===== src/rtl/latch_bank_wr_arbiter_if.sv =====
// Bus between the two write masters, the arbiter and the latch bank.
// Optional clear request is present only when LBA_CLEAR_EN is defined.
interface latch_bank_wr_arbiter_if #(
  parameter int S = 2,
  parameter int W = 8
);
  logic             req0;
  logic [S-1:0]     addr0;
  logic [W-1:0]     data0;
  logic             gnt0;
  logic             req1;
  logic [S-1:0]     addr1;
  logic [W-1:0]     data1;
  logic             gnt1;
  logic [W-1:0]     bank_data;
  logic [2**S-1:0]  bank_en;
  logic             busy;
`ifdef LBA_CLEAR_EN
  logic             clr;

  modport master (
    output req0, addr0, data0, req1, addr1, data1, clr,
    input  gnt0, gnt1, bank_data, bank_en, busy
  );

  modport slave (
    input  req0, addr0, data0, req1, addr1, data1, clr,
    output gnt0, gnt1, bank_data, bank_en, busy
  );
`else
  modport master (
    output req0, addr0, data0, req1, addr1, data1,
    input  gnt0, gnt1, bank_data, bank_en, busy
  );

  modport slave (
    input  req0, addr0, data0, req1, addr1, data1,
    output gnt0, gnt1, bank_data, bank_en, busy
  );
`endif
endinterface


===== src/rtl/latch_bank_wr_arbiter.sv =====
// Write sequencer and round-robin arbiter for a bank of 2**S D-latches.
// Each write runs SETUP (data driven), PULSE (one enable high), HOLD
// (data still stable) so the latch never sees data move under its enable.
// Optional feature macro: LBA_CLEAR_EN adds a clear-all operation.
module latch_bank_wr_arbiter #(
  parameter int S = 2,
  parameter int W = 8
) (
  input logic                    clk,
  input logic                    reset,
  latch_bank_wr_arbiter_if.slave bus
);

  localparam int N = 2**S;

  typedef enum logic [1:0] {IDLE, SETUP, PULSE, HOLD} state_t;

  state_t         state, state_next;
  logic           rr_last, rr_last_next;
  logic [S-1:0]   cap_addr;
  logic           cap_clear;
  logic           clr_req;
  logic           win_valid;
  logic           win_sel;
  logic           start_clear;

  logic           gnt0_q, gnt1_q, busy_q;
  logic [W-1:0]   bank_data_q;
  logic [N-1:0]   bank_en_q;
  logic           gnt0_d, gnt1_d, busy_d;
  logic [W-1:0]   bank_data_d;
  logic [N-1:0]   bank_en_d;

`ifdef LBA_CLEAR_EN
  assign clr_req = bus.clr;
`else
  assign clr_req = 1'b0;
`endif

  // State, arbitration memory, captured write and registered outputs.
  // NOTE: the captured address/flag are reset too, so nothing in the block
  // ever powers up as X and an aborted write leaves a known state behind.
  always_ff @(posedge clk or posedge reset) begin
    if (reset) begin
      state       <= IDLE;
      rr_last     <= 1'b1;
      cap_addr    <= '0;
      cap_clear   <= 1'b0;
      gnt0_q      <= 1'b0;
      gnt1_q      <= 1'b0;
      busy_q      <= 1'b0;
      bank_data_q <= '0;
      bank_en_q   <= '0;
    end else begin
      // NOTE: non-blocking assignments so every register updates from the
      // values present before the edge, independent of statement order.
      state       <= state_next;
      rr_last     <= rr_last_next;
      gnt0_q      <= gnt0_d;
      gnt1_q      <= gnt1_d;
      busy_q      <= busy_d;
      bank_data_q <= bank_data_d;
      bank_en_q   <= bank_en_d;
      if (start_clear) begin
        cap_clear <= 1'b1;
      end else if (win_valid) begin
        cap_clear <= 1'b0;
        cap_addr  <= win_sel ? bus.addr1 : bus.addr0;
      end
    end
  end

  // Next state and arbitration; requests are only looked at in IDLE/HOLD.
  always_comb begin
    // NOTE: every output of this block gets a default first, otherwise the
    // paths that do not assign it would infer a latch.
    state_next   = state;
    rr_last_next = rr_last;
    win_valid    = 1'b0;
    win_sel      = 1'b0;
    start_clear  = 1'b0;
    case (state)
      IDLE, HOLD: begin
        if (clr_req) begin
          start_clear = 1'b1;
          state_next  = SETUP;
        end else if (bus.req0 || bus.req1) begin
          win_valid  = 1'b1;
          state_next = SETUP;
          if (bus.req0 && bus.req1) begin
            win_sel      = ~rr_last;
            rr_last_next = ~rr_last;
          end else begin
            win_sel = bus.req1;
          end
        end else begin
          state_next = IDLE;
        end
      end
      SETUP:   state_next = PULSE;
      PULSE:   state_next = HOLD;
      default: state_next = IDLE;
    endcase
  end

  // Next values of the registered outputs, derived from the transition.
  always_comb begin
    gnt0_d      = win_valid && !win_sel;
    gnt1_d      = win_valid && win_sel;
    busy_d      = (state_next != IDLE);
    bank_data_d = bank_data_q;
    bank_en_d   = '0;
    if (start_clear) begin
      bank_data_d = '0;
    end else if (win_valid) begin
      bank_data_d = win_sel ? bus.data1 : bus.data0;
    end
    if (state == SETUP) begin
      if (cap_clear) begin
        bank_en_d = '1;
      end else begin
        bank_en_d[cap_addr] = 1'b1;
      end
    end
  end

  assign bus.gnt0      = gnt0_q;
  assign bus.gnt1      = gnt1_q;
  assign bus.busy      = busy_q;
  assign bus.bank_data = bank_data_q;
  assign bus.bank_en   = bank_en_q;

endmodule

===== src/flat_wrapper.sv =====
// flat-port wrapper written by rule: the top's interface ports become plain ports
module latch_bank_wr_arbiter_flat 
#(
  parameter int S = 2,
  parameter int W = 8
)
  (clk, reset, bus_req0, bus_addr0, bus_data0, bus_req1, bus_addr1, bus_data1, bus_gnt0, bus_gnt1, bus_bank_data, bus_bank_en, bus_busy);
  latch_bank_wr_arbiter_if #(.S(S), .W(W)) bus_i ();
  input logic clk;
  input logic reset;
  input wire logic [$bits(bus_i.req0)-1:0] bus_req0;
  input wire logic [$bits(bus_i.addr0)-1:0] bus_addr0;
  input wire logic [$bits(bus_i.data0)-1:0] bus_data0;
  input wire logic [$bits(bus_i.req1)-1:0] bus_req1;
  input wire logic [$bits(bus_i.addr1)-1:0] bus_addr1;
  input wire logic [$bits(bus_i.data1)-1:0] bus_data1;
  output wire logic [$bits(bus_i.gnt0)-1:0] bus_gnt0;
  output wire logic [$bits(bus_i.gnt1)-1:0] bus_gnt1;
  output wire logic [$bits(bus_i.bank_data)-1:0] bus_bank_data;
  output wire logic [$bits(bus_i.bank_en)-1:0] bus_bank_en;
  output wire logic [$bits(bus_i.busy)-1:0] bus_busy;
  assign bus_i.req0 = bus_req0;
  assign bus_i.addr0 = bus_addr0;
  assign bus_i.data0 = bus_data0;
  assign bus_i.req1 = bus_req1;
  assign bus_i.addr1 = bus_addr1;
  assign bus_i.data1 = bus_data1;
  assign bus_gnt0 = bus_i.gnt0;
  assign bus_gnt1 = bus_i.gnt1;
  assign bus_bank_data = bus_i.bank_data;
  assign bus_bank_en = bus_i.bank_en;
  assign bus_busy = bus_i.busy;
  latch_bank_wr_arbiter #(.S(S), .W(W)) u_core (.clk(clk), .reset(reset), .bus(bus_i));
endmodule

===== config.mk =====
export PLATFORM = sky130hd
export DESIGN_NAME = latch_bank_wr_arbiter_flat
export DESIGN_NICKNAME = d
export VERILOG_FILES = /design/src/rtl/latch_bank_wr_arbiter_if.sv /design/src/rtl/latch_bank_wr_arbiter.sv /design/src/flat_wrapper.sv
export SDC_FILE = /design/constraint.sdc
export NUM_CORES = 1
export LEC_CHECK = 0
export CAP_MARGIN = 20
export CELL_PAD_IN_SITES_DETAIL_PLACEMENT = 1
export CELL_PAD_IN_SITES_GLOBAL_PLACEMENT = 1
export CORE_MARGIN = 5
export CORE_UTILIZATION = 27
export CTS_CLUSTER_SIZE = 8
export DETAILED_ROUTE_END_ITERATION = 8
export PLACE_DENSITY = 0.82
export SETUP_SLACK_MARGIN = 0.2
export SLEW_MARGIN = 20
export SYNTH_ARGS = -nofsm -noshare
export SYNTH_HDL_FRONTEND = slang
export SYNTH_SLANG_ARGS = --single-unit

===== constraint.sdc =====
create_clock -name clk -period 1.3 [get_ports clk]
set_input_delay 0.13 -clock clk [delete_from_list [all_inputs] [get_ports clk]]
set_output_delay 0.13 -clock clk [all_outputs]
set_load 0.01 [all_outputs]

### Word level (Yosys, flattened, before mapping)

Index checks and enable logic that the tools add are counted.
Widths: inputs -> output; s select.

* register bits: 20
* input bits: 24
* word-level logic and storage cells: 36
* output and inout port bits: 15

* equality and inequality tests: 3
* reduce and logical (&&, ||, !) cells: 10
* magnitude comparators: 2
* bitwise operators: 1
* muxes and demuxes: 12

Operator list (number)
* $mux 8: 1
* $mux 1: 7
* $pmux 2 s3: 1
* $eq 2x2->1 const B: 2
* $logic_and 1x1->1: 4
* $mux 4: 1
* $lt 2x3->1 const B: 1
* $reduce_and 3->1: 1
* $demux 1 s2: 1
* $eq 2x1->1 const B: 1
* $ge 2x1->1 const B: 1
* $logic_not 2->1: 1
* $mux 2: 1
* $reduce_bool 2->1: 1
* $reduce_or 2->1: 1
* $logic_not 1->1: 1
* $logic_or 1x1->1: 1
* $not 1->1: 1

### Depth between registers and ports, before layout

Gate-level depths: netlist of the first run.

* depth in word-level cells: 6
* depth in mapped cells: 7
* gate-level depth less buffers: 6

### Least setup slack after synthesis of the first run

OpenSTA, ideal clock, no wires.

* path type: register -> register
* start: register u_core.state[0]
* end: register u_core.bank_data_q[5] (netlist: u_core.bus.bank_data[5])
* clock period less this slack: 1.423 ns
* arrival: 1.303 ns
* setup time: 0.120 ns
* path buffers: 0
* path slack: -0.123 ns
* stages on the path, launching flop included: 6
* required time: 1.180 ns
* cells stage by stage: dfrtp_1 > inv_1 > ha_1 > and2_1 > a32o_1 > a31o_2

* word-level cells in the longest chain between the ends: 4
* elaborated cells between the ends (all ways): 6
* those cells by class: eq/ne (1); mux (3); reduce/logical (2)

RTL lines
* start, declared: RTL line latch_bank_wr_arbiter.sv:18 `state_t state, state_next;`
* start signal, assigned: RTL line latch_bank_wr_arbiter.sv:57 `state <= state_next;`
* $eq 2x2->1 / $logic_not 2->1 (equally long branches): RTL line latch_bank_wr_arbiter.sv:82 `case (state)`
* $reduce_or 2->1 (*): RTL line latch_bank_wr_arbiter.sv:82
* $mux 1: RTL line latch_bank_wr_arbiter.sv:82
* $mux 8: RTL line latch_bank_wr_arbiter.sv:116 `bank_data_d = win_sel ? bus.data1 : bus.data0;`
* end signal, assigned: RTL line latch_bank_wr_arbiter.sv:62 `bank_data_q <= bank_data_d;`
* end, declared: RTL line latch_bank_wr_arbiter.sv:28 `logic [W-1:0] bank_data_q;`

Mark *: on every way between the ends. The rest lies on a longest branch, timed or not.
A chain may end at the register's enable or synchronous reset.

### Final worst setup path of the first run

* start: register u_core.state[1]
* end: register u_core.bank_data_q[5] (netlist: u_core.bus.bank_data[5])

Same word-level chain as after synthesis.

==> flow_summary.toml, run 1 <==
[setup_path]
cpPeakStageDelay_ps = 430
crit_family = "flip-flops"
cp.required_ps = 1520
crit_path_top_delay_cell = "dfrtp_1"
arrival_ps = 1630
path_cells = "ha_4, and2_4, a32o_1, a31o_2"
cp_max_fo = 5
end_kind = "flip-flop"
path_class = "flip-flop to flip-flop"
path_buf_inv = 0
start_kind = "flip-flop"

[synth]
synthCells = 85
synth_top_area_frac = 0.536
synth_largest_area_cell = "dfrtp_1"
synth_nets = 111
synthTopCellsByArea = "dfrtp_1 (54%), a31oi_1 (5.6%), o21ai_0 (5.1%)"
ys_seq_area_frac = 0.566
synth_cell_type_count = 25
synth_area_sq_um = 887
avgSynthCellArea_sq_um = 10.4
ys.warnings.count = 0
ys_ff_latch = 20

[sta]
tightest_slew_ps = 265
setup_slack_ps = -109
drv_slew = 0
finalSetupViolCount = 13
setup_tns_ps = -576
max_freq_mhz = 710
fin_worst_skew_ps = 4.23
rsz0062_at_grt = "yes"
fin_crit_sh = 1.08
layout_min_cycle_time_ps = 1410
slew_headroom = 0.823
report.final.hold_viol_count = 0

[power]
ir_worst_vdd_uv = 766
swShare = 0.385
power_density_nw_per_um2 = 2560
leakage_nw = 0.666
clkPwrFrac = 0.138
power_frac_seq = 0.282
p_switching_w = 0.00149
p_int_w = 0.00239
combPwrFrac = 0.580

[clock_network]
htreeDepth = 1
clockRootBuffer = "clkbuf_4"
hold_buffers = 0
clk_pin_slew_ps = 130
cts_tree = "done"
clk_latency_ps = 320
numCtsBuffers = 3
cts_buffer_depth = 2
clock_sinks = 20

[drt]
wl_per_cell_um = 16.7
vias_per_cell = 4.73
drtIter0Drc = 19
ant_nets = 0
drc_errors = 0
vias = 865
drt-total-wl_um = 3050
dr.pass1.iters = 3

[global_routing]
gr-usage-all-layers = 0.143
grt_pass1_vias = 965
grt_max_degree = 21
overflow = 0
antenna_found_initial = 0
grt_pass1_wl_um = 4740

[layout]
layout.nets = 166
multi_input_area_sq_um = 415
seqCellArea_sq_um = 502
syn_to_final_growth_pct = 70.8
drive_above_1_share = 0.410
nFillCells = 379
antennaDiodeCount = 0

[hold_path]
hp-class = "input port to async pin"

[die]
die_area_sq_um = 4530
die_x_um = 67.3
core_area_sq_um = 3100
start_util = 0.286
rows = 20
io_pins = 39
die_h_um = 67.3

[placement]
pre_cts_slack_ps = -137
hpwlAfterDp_um = 2080
portBuffers = 38
place_congestion = 0.756

[flow_run]
drv_cap = 0

[outcome]
status = "finished, violations left"
violations = "setup timing"
## per-layer routing
layer	track usage	part of all wire	vias to the layer above
met5	0	0	-
met4	0.0759	0.023	0
met3	0.0300	0.046	5
met2	0.247	0.53	24
met1	0.165	0.40	431
li1	-	-	405
## cell type report
type | instances | area share
timing repair buffer | 55 | 0.311
multi-input combinational | 55 | 0.274
sequential | 20 | 0.331
inverter | 5 | 0.0124
clock buffer | 3 | 0.0149
clock inverter | 1 | 0.0198
tap | 44 | 0.0363
## cells in the final DEF (no fill, tap or decap), types with 2 or more instances in the layout
| master | Yosys | routed |
|---|---|---|
| a31oi_1 | 8 | 8 |
| a32o_1 | 2 | 2 |
| buf_2 | 1 | 4 |
| buf_4 | 2 | 10 |
| buf_6 | 2 | 5 |
| clkbuf_2 | 0 | 10 |
| clkbuf_4 | 0 | 3 |
| clkdlybuf4s15_1 | 0 | 2 |
| clkdlybuf4s50_1 | 0 | 23 |
| dfrtp_1 | 19 | 19 |
| ha_4 | 0 | 2 |
| inv_1 | 5 | 3 |
| inv_2 | 0 | 2 |
| nand2_1 | 4 | 2 |
| nand2_2 | 1 | 2 |
| nand3_2 | 0 | 8 |
| nor2_1 | 10 | 9 |
| o21ai_0 | 9 | 3 |
| o21ai_1 | 0 | 5 |
## sequential cells by signal, indices dropped and copies added (netlist names)
name / flops
u_core.bus.busy: 1
u_core.state: 2
u_core.rr_last: 1
u_core.bus.bank_en: 4
u_core.bus.gnt1: 1
u_core.bus.bank_data: 8
u_core.cap_addr: 2
u_core.bus.gnt0: 1
## worst paths after layout
kind | slack (ps) | from | endpoint | cells past startpoint
min in group clk | 370 | bus_data0[0] | u_core.bus.bank_data[0] | 3
max in group asynchronous | 910 | reset | u_core.rr_last | 3
worst min-delay path | 120 | reset | u_core.bus.bank_en[2] | 3
worst max-delay path | -110 | u_core.state[1] | u_core.bus.bank_data[5] | 4
worst max register to register | -110 | u_core.state[1] | u_core.bus.bank_data[5] | 4
worst min register to register | 520 | u_core.cap_addr[0] | u_core.bus.bank_en[2] | 1
## Yosys cell counts, drive strengths merged
cell	n
a31o	2
o21ai	9
buf	5
nand2	5
nand3	8
a31oi	8
and2	2
and3b	1
or3	1
o21a	1
and3	1
xnor2	1
dfrtp	19
nor2	10
a32o	2
nor3b	1
dfstp	1
ha	2
inv	5
a21o	1
## logic make-up after synthesis
kind of cell,share of synthesized area
buf+inv,0.0691
simple gates,0.161
flops,0.566
fa+ha+maj,0.0282
xor+xnor,0.00987
compound gates,0.166
## repair_timing
action,4_1_cts,5_1_grt
pin swaps,11,9
setup buffers,4,3
resized for setup,47,23
gates cloned,1,0
endpoints found under the setup margin,29,30
## per-stage QoR
stage | hold WS, ps | power [W] | util | instances | area, sq um
after detailed placement | 492 | 0.00301 | 0.442 | 171 | 1370
after global placement | 476 | 0.00290 | 0.442 | 171 | 1370
final | 117 | 0.00388 | 0.488 | 183 | 1520
after CTS | 136 | 0.00375 | 0.489 | 180 | 1520
after global routing | 157 | 0.00415 | 0.488 | 183 | 1520
after floorplan | 93.1 | 0.00221 | - | 85 | 917
## power by group through the flow
stage                     clock [W]  sequential [W]  combinational (W)
after floorplan                   0         0.00118            0.00103
after global placement            0         0.00110            0.00181
after detailed placement          0         0.00112            0.00190
after CTS                  0.000537         0.00109            0.00211
after global routing       0.000571         0.00113            0.00245
final                      0.000534         0.00110            0.00225
## worst reg2reg max path: cells and delay by family (launching register included)
family          cells  cell delay [ps]
compound gates      2              440
flops               1              430
fa+ha+maj           1              280
simple gates        1              180
Power figures use the tool's default switching activity.
==> inputs of run 2 (changes only) <==
Settings changed: CORE_MARGIN 5 to default.
==> run 2 against run 1 <==
  * Clock-buffer cell count grew 1
  * Via count shrank 5.4%
  * Combinational power shrank 6%
  * The flow still finishes with violations (setup timing)
  * Largest cell class unchanged
  * Routed wire length shrank 21%
  * Sequential power is essentially flat
  * Cell area shrank 2.6%
  * Worst setup slack gained 18 ps
  * Global-route usage grew 1.0 points
  * Register-to-register slack gained 20 ps
  * Maximum frequency grew 1.3%
==> flow_summary.toml, run 2 (same netlist as run 1, synthesis figures left out) <==
[setup_path]
crit_family = "flip-flops"
crit_path_top_delay_cell = "dfrtp_1"
path_class = "flip-flop to flip-flop"
end_kind = "flip-flop"
cpPeakStageDelay_ps = 430
path_buf_inv = 0
cp.required_ps = 1500
r2r_cells = 4
timing.rr.start = "u_core.state[1]"
cp_max_fo = 5
start_kind = "flip-flop"
reg2reg_to = "u_core.bus.bank_data[5]"
path_cells = "ha_4, and2_4, a32o_1, a31o_2"
worstSetupStartpoint = "u_core.state[1]"
arrival_ps = 1590
r2r_slack_ps = -90

[power]
ir_worst_vdd_uv = 923
leakage_nw = 0.659
clkPwrFrac = 0.101
power_density_nw_per_um2 = 2420
combPwrFrac = 0.591
p_switching_w = 0.00135
power_frac_seq = 0.308
swShare = 0.377
p_int_w = 0.00222
finalPower_w = 0.00357

[clock_network]
cts_buffer_depth = 2
clockRootBuffer = "clkbuf_4"
clock_sinks = 20
clk_latency_ps = 300
htreeDepth = 1
clk_pin_slew_ps = 110
cts_tree = "done"
hold_buffers = 0
numCtsBuffers = 3

[global_routing]
use_met3 = 0.0197
gr-usage-all-layers = 0.153
grt_pass1_wl_um = 3860
busiest_layer = "met2"
grt_pass1_vias = 860
grtUsageMet1 = 0.169
use_met2 = 0.274
overflow = 0
grt_max_degree = 21
antenna_found_initial = 0

[layout]
final_cell_mix = "clkdlybuf4s50_1 (23), dfrtp_1 (19), buf_4 (13)"
syn_to_final_growth_pct = 66.3
layout_commonest_cell = "clkdlybuf4s50_1"
antennaDiodeCount = 0
nFillCells = 352
largest_reg_flops = 8
drive_above_1_share = 0.333
stdcell_area_sq_um = 1480
layout.nets = 165

[die]
die_x_um = 59.3
die_h_um = 59.3
io_pins = 39
rows = 20
start_util = 0.288
die_area_sq_um = 3520
core_area_sq_um = 3080

[sta]
setup_slack_ps = -91.0
report.final.hold_viol_count = 0
fin_worst_skew_ps = 1.83
drv_slew = 0
hold_ws_ps = 168
finalSetupViolCount = 11
tightest_slew_ps = 312
fin_crit_sh = 1.07
setup_tns_ps = -465
rsz0062_at_grt = "yes"
max_freq_mhz = 719
slew_headroom = 0.792
layout_min_cycle_time_ps = 1390

[drt]
drtIter0Drc = 5
vias_per_cell = 4.49
drc_errors = 0
wl_per_cell_um = 13.3
ant_nets = 0
vias = 818
dr.pass1.iters = 4
drt-total-wl_um = 2420

[hold_path]
hp-class = "input port to async pin"

[outcome]
status = "finished, violations left"
violations = "setup timing"

[placement]
place_area_sq_um = 1380
place_congestion = 0.747
hpwlAfterDp_um = 1830
portBuffers = 38

[flow_run]
drv_cap = 0
[run 2: cell count changes in the layout (fill, tap and decap cells not counted), moves of 3 or more]
cell / delta
buf_2: -4
buf_4: +3
clkdlybuf4s15_1: +5
nand3_1: +6
nand3_2: -6
[run 2: metal layers]
metal  part of all wire  up-vias
met2               0.52       25
met4              0.014        0
met1               0.42      388
met3              0.038        2
li1                   -      403
met5                  0        -
[run 2: worst reg2reg max path: cells and delay by family (launching register included)]
kind | cells | cell delay (ps)
AOI/OAI and AO/OA | 2 | 420
DFF | 1 | 430
and+or+nand+nor | 1 | 160
adders and majority gates | 1 | 280
[run 2: worst max-delay path by stage]
stage                                    to  slack, ps  depth (start not counted)
global route        u_core.bus.bank_data[5]       -140                          5
CTS                 u_core.bus.bank_data[5]        -80                          5
detailed placement  u_core.bus.bank_data[5]       -110                          4
finish              u_core.bus.bank_data[5]        -90                          4
global placement    u_core.bus.bank_data[5]        -60                          4
floorplan           u_core.bus.bank_data[5]         -1                          4
[run 2: power groups by stage]
| stage | sequential (W) | clock (W) | combinational (W) |
|---|---|---|---|
| finish | 0.00110 | 0.000362 | 0.00211 |
| global route | 0.00113 | 0.000408 | 0.00231 |
| CTS | 0.00109 | 0.000379 | 0.00203 |
| detailed placement | 0.00111 | 0 | 0.00191 |
| global placement | 0.00109 | 0 | 0.00184 |
| floorplan | 0.00118 | 0 | 0.00103 |
[run 2: what timing repair did]
| item | in CTS | in global routing |
|---|---|---|
| pin swaps | 6 | 9 |
| gates cloned | 0 | 0 |
| gates resized for setup | 31 | 24 |
| setup buffers | 5 | 1 |
| setup endpoints to repair | 29 | 27 |
[run 2: layout make-up]
| cell class | instances | area, sq um | area share |
|---|---|---|---|
| Inverter | 5 | 18.8 | 0.0127 |
| Clock buffer | 4 | 36.3 | 0.0246 |
| Tap cell | 44 | 55.1 | 0.0373 |
| Timing Repair Buffer | 54 | 472 | 0.320 |
| Multi-Input combinational cell | 55 | 392 | 0.265 |
| Sequential cell | 20 | 502 | 0.340 |
[run 2: metrics by stage]
stage          cells  setup WS (ps)  utilization
5_1_grt          182           -138        0.479
3_5_place_dp     172           -111        0.448
2_1_floorplan     85          -1.45            -
4_1_cts          181          -81.9        0.475
6_report         182          -91.0        0.479
3_3_place_gp     172          -60.3        0.448
==> inputs of run 3 (changes only) <==
Settings changed: ABC_AREA from default to 0.
==> results of run 3 <==
No change in the layout: final DEF, timing and power equal those of run 2.
